### src/rtl/morse_player_pkg.sv
// Shared definitions for the Morse player slice.
//   state_e              : player FSM encoding (IDLE=0, LOOKUP=1, LOAD=2, SHIFT=3, GAP=4)
//   PATTERN_W / ASCII_W  : morse_table data and address widths
//   ASCII_SPACE          : code that the table maps to an all-zero (word gap) pattern
//   DEFAULT_CLKS_PER_UNIT: 50 ms unit at 100 MHz
//   cnt_width()          : counter width able to hold 0..n-1 (never narrower than 1 bit)
package morse_pkg;

  typedef enum logic [2:0] {
    ST_IDLE   = 3'd0,
    ST_LOOKUP = 3'd1,
    ST_LOAD   = 3'd2,
    ST_SHIFT  = 3'd3,
    ST_GAP    = 3'd4
  } state_e;

  localparam int unsigned PATTERN_W = 16;
  localparam int unsigned ASCII_W   = 8;

  localparam logic [ASCII_W-1:0] ASCII_SPACE = 8'h20;

  localparam int unsigned DEFAULT_CLKS_PER_UNIT = 5000000;

  function automatic int unsigned cnt_width(input int unsigned n);
    if (n <= 2) return 1;
    return $clog2(n);
  endfunction

endpackage

### src/rtl/morse_unit_timer.sv
// Morse time-unit timer.
//   clk       : system clock
//   rst_n     : synchronous active-low reset, count returns to 0
//   restart   : forces the count back to 0 on the next edge (start of a new unit)
//   unit_tick : one-cycle pulse while the count sits at CLKS_PER_UNIT-1,
//               i.e. the last cycle of each unit
module morse_unit_timer
  import morse_pkg::*;
#(
  parameter int unsigned CLKS_PER_UNIT = DEFAULT_CLKS_PER_UNIT
) (
  input  logic clk,
  input  logic rst_n,
  input  logic restart,
  output logic unit_tick
);

  localparam int unsigned     CW   = cnt_width(CLKS_PER_UNIT);
  localparam logic [CW-1:0]   LAST = CW'(CLKS_PER_UNIT - 1);

  logic [CW-1:0] cnt_q;
  logic [CW-1:0] cnt_d;

  assign unit_tick = (cnt_q == LAST);

  always_comb begin
    cnt_d = cnt_q + 1'b1;
    if (restart || unit_tick) begin
      cnt_d = '0;
    end
  end

  always_ff @(posedge clk) begin
    if (!rst_n) begin
      cnt_q <= '0;
    end else begin
      cnt_q <= cnt_d;
    end
  end

endmodule

### src/rtl/morse_player.sv
// Morse player: takes one ASCII character per valid/ready handshake, looks it
// up in morse_table (registered ROM, one cycle latency) and plays the 16-bit
// pattern MSB-first on key_out, one bit per time unit, followed by a gap.
//   clk, rst_n  : clock, synchronous active-low reset
//   char_valid  : char_code valid
//   char_code   : ASCII character (not range-checked)
//   char_ready  : high only in IDLE
//   table_addr  : address to morse_table
//   table_data  : morse_table data, valid one cycle after table_addr
//   key_out     : Morse key, 1 = mark
//   busy        : high in every state except IDLE
//   tone_out    : key-gated square wave, only with MORSE_PLAYER_TONE_EN defined
// Optional feature macro: MORSE_PLAYER_TONE_EN (adds tone_out and TONE_DIV).
module morse_player
  import morse_pkg::*;
#(
  parameter int unsigned CLKS_PER_UNIT  = DEFAULT_CLKS_PER_UNIT,
  parameter int unsigned CHAR_GAP_UNITS = 3,
  parameter int unsigned WORD_GAP_UNITS = 7
`ifdef MORSE_PLAYER_TONE_EN
  ,
  parameter int unsigned TONE_DIV       = 25000
`endif
) (
  input  logic                 clk,
  input  logic                 rst_n,
  input  logic                 char_valid,
  input  logic [ASCII_W-1:0]   char_code,
  output logic                 char_ready,
  output logic [ASCII_W-1:0]   table_addr,
  input  logic [PATTERN_W-1:0] table_data,
  output logic                 key_out,
  output logic                 busy
`ifdef MORSE_PLAYER_TONE_EN
  ,
  output logic                 tone_out
`endif
);

  localparam int unsigned GAP_MAX = (CHAR_GAP_UNITS > WORD_GAP_UNITS) ? CHAR_GAP_UNITS
                                                                       : WORD_GAP_UNITS;
  localparam int unsigned GAP_W   = cnt_width(GAP_MAX + 1);

  state_e                 state_q;
  logic [ASCII_W-1:0]     addr_q;
  logic [PATTERN_W-1:0]   sr_q;
  logic [GAP_W-1:0]       gap_q;
  logic                   key_q;
  logic                   ready_q;
  logic                   busy_q;
  logic                   first_q;   // first SHIFT cycle: emit bit 15 without waiting a unit

  logic                   unit_tick;
  logic                   timer_restart;
  logic                   sr_empty;

  assign sr_empty = (sr_q == '0);

  // The timer is zeroed in LOAD (covers the direct LOAD->GAP word gap), again on
  // the first SHIFT cycle so every mark/space lasts a full unit from the edge
  // that drives it, and on the SHIFT->GAP edge so the gap is exactly N units.
  assign timer_restart = (state_q == ST_LOAD) ||
                         ((state_q == ST_SHIFT) && (first_q || (unit_tick && sr_empty)));

  morse_unit_timer #(
    .CLKS_PER_UNIT (CLKS_PER_UNIT)
  ) u_timer (
    .clk       (clk),
    .rst_n     (rst_n),
    .restart   (timer_restart),
    .unit_tick (unit_tick)
  );

  always_ff @(posedge clk) begin
    if (!rst_n) begin
      state_q <= ST_IDLE;
      addr_q  <= '0;
      sr_q    <= '0;
      gap_q   <= '0;
      key_q   <= 1'b0;
      ready_q <= 1'b1;
      busy_q  <= 1'b0;
      first_q <= 1'b0;
    end else begin
      unique case (state_q)
        ST_IDLE: begin
          key_q <= 1'b0;
          if (char_valid && ready_q) begin
            addr_q  <= char_code;
            state_q <= ST_LOOKUP;
            ready_q <= 1'b0;
            busy_q  <= 1'b1;
          end
        end

        ST_LOOKUP: begin
          state_q <= ST_LOAD;
        end

        ST_LOAD: begin
          if (table_data != '0) begin
            sr_q    <= table_data;
            first_q <= 1'b1;
            state_q <= ST_SHIFT;
          end else begin
            gap_q   <= GAP_W'(WORD_GAP_UNITS);
            state_q <= ST_GAP;
          end
        end

        ST_SHIFT: begin
          if (first_q || unit_tick) begin
            first_q <= 1'b0;
            if (!sr_empty) begin
              key_q <= sr_q[PATTERN_W-1];
              sr_q  <= sr_q << 1;
            end else begin
              key_q   <= 1'b0;
              gap_q   <= GAP_W'(CHAR_GAP_UNITS);
              state_q <= ST_GAP;
            end
          end
        end

        ST_GAP: begin
          key_q <= 1'b0;
          if (unit_tick) begin
            if (gap_q <= GAP_W'(1)) begin
              gap_q   <= '0;
              state_q <= ST_IDLE;
              ready_q <= 1'b1;
              busy_q  <= 1'b0;
            end else begin
              gap_q <= gap_q - 1'b1;
            end
          end
        end

        default: begin
          state_q <= ST_IDLE;
          key_q   <= 1'b0;
          ready_q <= 1'b1;
          busy_q  <= 1'b0;
          first_q <= 1'b0;
        end
      endcase
    end
  end

  assign char_ready = ready_q;
  assign table_addr = addr_q;
  assign key_out    = key_q;
  assign busy       = busy_q;

`ifdef MORSE_PLAYER_TONE_EN
  localparam int unsigned   TW        = cnt_width(TONE_DIV);
  localparam logic [TW-1:0] TONE_LAST = TW'(TONE_DIV - 1);

  logic [TW-1:0] tdiv_q;
  logic          square_q;
  logic          tone_q;

  // Free-running divider; tone_out is registered, so it lags key_out by a cycle.
  always_ff @(posedge clk) begin
    if (!rst_n) begin
      tdiv_q   <= '0;
      square_q <= 1'b0;
      tone_q   <= 1'b0;
    end else begin
      if (tdiv_q == TONE_LAST) begin
        tdiv_q   <= '0;
        square_q <= ~square_q;
      end else begin
        tdiv_q <= tdiv_q + 1'b1;
      end
      tone_q <= square_q & key_q;
    end
  end

  assign tone_out = tone_q;
`endif

endmodule

### config.mk
export PLATFORM = sky130hd
export DESIGN_NAME = morse_player
export DESIGN_NICKNAME = d
export VERILOG_FILES = /design/src/rtl/morse_player_pkg.sv /design/src/rtl/morse_unit_timer.sv /design/src/rtl/morse_player.sv
export SDC_FILE = /design/constraint.sdc
export NUM_CORES = 1
export LEC_CHECK = 0
export CORE_UTILIZATION = 57
export DETAILED_ROUTE_END_ITERATION = 10
export PLACE_DENSITY = 0.83
export RECOVER_POWER = 100
export SYNTH_ARGS = -nofsm -noshare
export SYNTH_HDL_FRONTEND = slang
export SYNTH_HIERARCHICAL = 1
export SYNTH_SLANG_ARGS = --single-unit
export TNS_END_PERCENT = 50
### constraint.sdc
create_clock -name clk -period 3.25 [get_ports clk]
set_clock_uncertainty 0.05 [all_clocks]
set_input_delay 0.65 -clock clk [delete_from_list [all_inputs] [get_ports clk]]
set_output_delay 0.65 -clock clk [all_outputs]
set_load 0.02 [all_outputs]
### Yosys cells after proc, flatten, opt, wreduce, memory -nomap -nowiden

Cells that the tools add are included.

* add/sub/neg operators: 2
* multiply operators: 0
* div/mod/pow operators: 0
* $lt $le $gt $ge: 1
* equality and inequality tests: 13
* shift operators: 0
* multiplexer cells: 31
* bitwise operators: 4
* reductions and logical operators: 23

Operator list (count)
* $mux 16: 3
* $mux 3: 11
* $pmux 16 s2: 1
* $add 23x1->23 const B: 1
* $eq 23x23->1 const B: 1
* $logic_not 16->1: 1
* $reduce_bool 16->1: 1
* $pmux 3 s5: 1
* $mux 1: 10
* $ne 2x2->1 const B: 5
* $reduce_and 5->1: 2
* $pmux 1 s3: 3
* $pmux 3 s3: 1
* $reduce_and 4->1: 2
* $eq 3x2->1 const B: 2
* $ne 2x1->1 const B: 3
* $reduce_or 3->1: 2
* $logic_or 1x1->1: 4
* $not 1->1: 4
* $reduce_and 2->1: 2
* $reduce_or 2->1: 2
* $eq 3x1->1 const B: 1
* $eq 3x3->1 const B: 1
* $le 3x1->1 const B: 1
* 7 further kinds: 9

* flip-flop bits (word level): 57
* latch bits: 0
* memory bits (writable): 0
* bits in read-only memories: 0
* input port bits: 27
* logic and storage cells: 83
* memories kept: 0

### Depth between registers and ports, before layout

* depth in word-level cells: 7
* gate-level depth with buffers: 9

### Cells and area by module

The synthesis kept the hierarchy.

By module, submodules not included
* morse_player: times used 1, cells each 185, area an instance 1755.4 sq um, seq. area each 680.7 sq um
* morse_unit_timer: times used 1, cells each 123, area an instance 1109.8 sq um, seq. area each 460.4 sq um

### Worst setup path before layout

OpenSTA, ideal clock, no wires.

* path type: register to register
* from: register u_timer.cnt_q[6]
* to: register sr_q[10]
* library setup time: 0.081 ns
* data arrival time: 1.888 ns
* required time: 3.119 ns
* slack: 1.231 ns
* cell stages (with the launch flop): 9
* path buffers: 1
* cell sequence: dfxtp_1 nor4b_1 nand4_1 nor2_1 nor2_1 nand2_1 clkbuf_1 a21oi_1 a211oi_2

* longest elaborated chain between the ends: 4

RTL lines
* from (decl): RTL line morse_unit_timer.sv:21 `logic [CW-1:0] cnt_q;`
* from (signal assigned): RTL line morse_unit_timer.sv:37 `cnt_q <= cnt_d;`
* $eq 23x23->1: RTL line morse_unit_timer.sv:24 `assign unit_tick = (cnt_q == LAST);`
* net unit_tick: RTL line morse_player.sv:53 `logic unit_tick;`
* $logic_or 1x1->1: RTL line morse_player.sv:112 `if (first_q || unit_tick) begin`
* $ne 2x1->1 (no line)
* $reduce_and 4->1 (no line)
* to (signal assigned): RTL line morse_player.sv:102 `sr_q <= table_data;`
* to (signal assigned): RTL line morse_player.sv:116 `sr_q <= sr_q << 1;`
* to (decl): RTL line morse_player.sv:46 `logic [PATTERN_W-1:0] sr_q;`

The timed path passes the listed nets, and every way through them passes these cells.
A chain may end at the register's enable or synchronous reset.

### Worst setup path in the final report

* from: register u_timer.cnt_q[6]
* to: register sr_q[5]

Same word-level chain as after synthesis.

==> impl_results.md <==
- TritonCTS clock tree: built
- Top cell by count, worst path: nor2_1
- Initial DRC count: 74
- First-pass GRT wire length: 9800 µm
- Setup Buffers After CTS: 0
- CORE AREA: around 4800 µm²
- Critical path type: flip-flop to flip-flop
- Largest net degree at the start of global routing: 20
- Die area: 5310 µm²
- Slowest CP cell: dfxtp_1
- TritonCTS buffer count: 9
- Final setup violation count: 0
- CTS Root Cell: clkbuf_8
- Slew @ Worst Pin: 0.876 ns
- Pwr/cell area: 537 nW/µm²
- Clock latency on the worst-skew pair: 0.34 ns
- Via count: 2378
- Tot Pwr: ~1.8 mW
- Drt via density: 5.73
- Multi-input gate area: 1550 µm²
- Longest Clk Path Bufs: 2
- Crit path DAT: 2.80 ns
- Area delta synth->final: 18.8%
- Flop and latch count out of synthesis: 57
- Fraction of layout cells with a size suffix above 1: 0.103
- Fill cells: approximately 350
- Worst Hold Class: flip-flop to flip-flop
- Routed wire length: 5870 µm
- Sequential element share of the synthesized area: 0.398
- Clock-pin slew on the worst setup and hold paths: about 0.060 ns
- Die Width: 72.9 µm
- Slew Limit Fails: 0
- Ys async rst share: 0
- Post-CTS sizing: 0
- Crit-path cells: nor4b_1, nand4_1, nor2_1, nor2_1, nand2_1, clkbuf_1, a21oi_1, a211oi_1
- Row Count: 25
- GPL Wtd Cong: 0.878
- Max incr delay on CP: 0.39 ns
- DRC: 0
- Synth Area per Inst: 9.30 µm²
- Leak: 1.31 nW
- Inserted Diodes: 0
- Initial antenna violation count: 0
- Crit. Startpoint: u_timer/cnt_q[6]
- Total global routing overflow: 0
- CP Launch Type: flip-flop
- Max_cap viols: 0
- Register area: between 1000 and 1500 µm²
- Cells after Synth: about 310
- RSZ-0062 raised after global routing: false
- Peak VDD IR: 0.480 mV
- Hold Buf Count CTS: 0
- Final hold slack: 0.441 ns
- Die Y: between 70 and 80 µm
- Syn_nets: 338
- CP endpoint kind: flip-flop
- Initial DRT Pass Iterations: 4
- Average wire per standard cell: 14.2 µm
- IO Port Bufs: 37
- Nets: ~370
- Post-route ant nets: 0
- IO Pins: 38
- Synth cell types: 53
- Slew Limit Headroom: 0.414
- Ys flop type: dfxtp_1
- Number of enable flip-flop cells after synthesis: 0
- Hold Fails Final Rpt: 0
- Tmin final: 2.61 ns
- Mapped cell area: 2870 µm²
- H-tree levels: 3
- Critical Path RT: 3.44 ns
- Utilization after layout: 0.711
- Vias in the first global route: 2180
- RR Startpoint: u_timer/cnt_q[6]
- Starting density of the core: 0.599
- Crit share post-route: 0.803
- GRT Total Usage: 0.243
- CP Max Fanout: 10
- Fmax: about 380 MHz
- # clock sinks: 57
- Hold_sp: u_timer/cnt_q[0]
- HPWL after detailed placement: 4060 µm
- Setup TNS: 0 ns
- Synth Warn #: 6
- Status: finished clean
[worst paths after layout]
path,endpoint,cells past startpoint,slack [ns]
max,sr_q[5],8,0.64
min,u_timer/cnt_q[0],1,0.44
max reg2reg,sr_q[5],8,0.64
min reg2reg,u_timer/cnt_q[0],1,0.44
[metal layers]
metal  vias up  part of all wire  track usage
li1       1203                 -            -
met1      1115              0.45        0.281
met2        51              0.49        0.399
met3         9             0.045       0.0912
met4         0             0.015        0.109
met5         -                 0            0
[cell families (layout without fill, tap and decap cells)]
| logic type | Yosys count | in the layout | share of synthesized area |
|---|---|---|---|
| AND/OR/NAND/NOR | 115 | 115 | 0.237 |
| multiplexers | 26 | 26 | 0.0908 |
| buffers and inverters | 27 | 67 | 0.0450 |
| adder cells (fa/ha/maj) | 3 | 3 | 0.0131 |
| AO/OA/AOI/OAI | 65 | 65 | 0.170 |
| XOR/XNOR | 15 | 15 | 0.0458 |
| flip-flops | 57 | 57 | 0.398 |
[metrics by stage]
stage	instance area, µm²	cells	worst slack [ns]
3_3_place_gp	3250	400	0.672
2_1_floorplan	2870	308	1.23
3_5_place_dp	3250	400	0.536
6_report	3400	415	0.640
5_1_grt	3400	415	0.427
4_1_cts	3450	415	0.783
[power breakdown]
group / internal, mW / switching (mW) / total [mW]
sequential: 0.756 / 0.0610 / 0.817
combinational: 0.159 / 0.197 / 0.356
clock: 0.389 / 0.266 / 0.655
[critical path, delay by kind of cell (launching register included)]
family,cells,cell delay (ns)
AOI/OAI and AO/OA,2,0.42
and+or+nand+nor,5,1.36
DFF,1,0.39
buffers and inverters,1,0.29
[synth_stat cells, drive strengths merged, types with 2 or more instances]
| master | number | area (µm²) |
|---|---|---|
| nor2 | 43 | 169 |
| nand3 | 8 | 40.0 |
| nand4 | 9 | 86.3 |
| clkbuf | 7 | 26.3 |
| dfxtp | 57 | 1140 |
| o21ai | 7 | 38.8 |
| o22ai | 2 | 12.5 |
| o221a | 2 | 22.5 |
| inv | 12 | 45.0 |
| nor3 | 5 | 30.0 |
| mux2i | 26 | 260 |
| nor4b | 2 | 17.5 |
| a31o | 2 | 17.5 |
| and3 | 3 | 18.8 |
| a21oi | 25 | 125 |
| xor2 | 4 | 35.0 |
| nor4 | 15 | 140 |
| a211oi | 17 | 173 |
| buf | 7 | 53.8 |
| xnor2 | 11 | 96.3 |
| ha | 3 | 37.5 |
| and4 | 5 | 43.8 |
| nand2 | 17 | 71.3 |
[final cells by class]
cell class / instances / area share
timing repair buffer: 39 / 0.112
tap: 67 / 0.0246
inverter: 13 / 0.0143
clock inverter: 3 / 0.0118
multi-input combinational: 224 / 0.456
clock buffer: 12 / 0.0456
sequential: 57 / 0.335
[cells in the final DEF, fill, tap and decap left out, types with 2 or more instances in the layout]
| cell type | n |
|---|---|
| o221a_2 | 2 |
| nor2_1 | 43 |
| nor4_2 | 5 |
| clkbuf_1 | 2 |
| clkdlybuf4s50_1 | 25 |
| dlygate4sd3_1 | 12 |
| and4_1 | 5 |
| nand4_1 | 7 |
| mux2i_1 | 26 |
| nor4b_1 | 2 |
| and3_1 | 3 |
| nor4_1 | 9 |
| nand4_4 | 2 |
| o21ai_0 | 6 |
| clkinv_2 | 2 |
| o22ai_1 | 2 |
| ha_1 | 3 |
| nor3_1 | 4 |
| a211oi_1 | 15 |
| xnor2_1 | 11 |
| xor2_1 | 4 |
| a211oi_2 | 2 |
| inv_1 | 12 |
| a21oi_1 | 25 |
| a31o_1 | 2 |
| nand2_1 | 16 |
| nand3_1 | 8 |
| clkbuf_8 | 11 |
| dfxtp_1 | 57 |
[flip-flops by register name, indices dropped and copies added, names as in the netlist]
name / count
first_q: 1
gap_q: 3
key_out: 1
state_q: 3
table_addr: 8
char_ready: 1
busy: 1
u_timer/cnt_q: 23
sr_q: 16
Power figures use the tool's default switching activity.
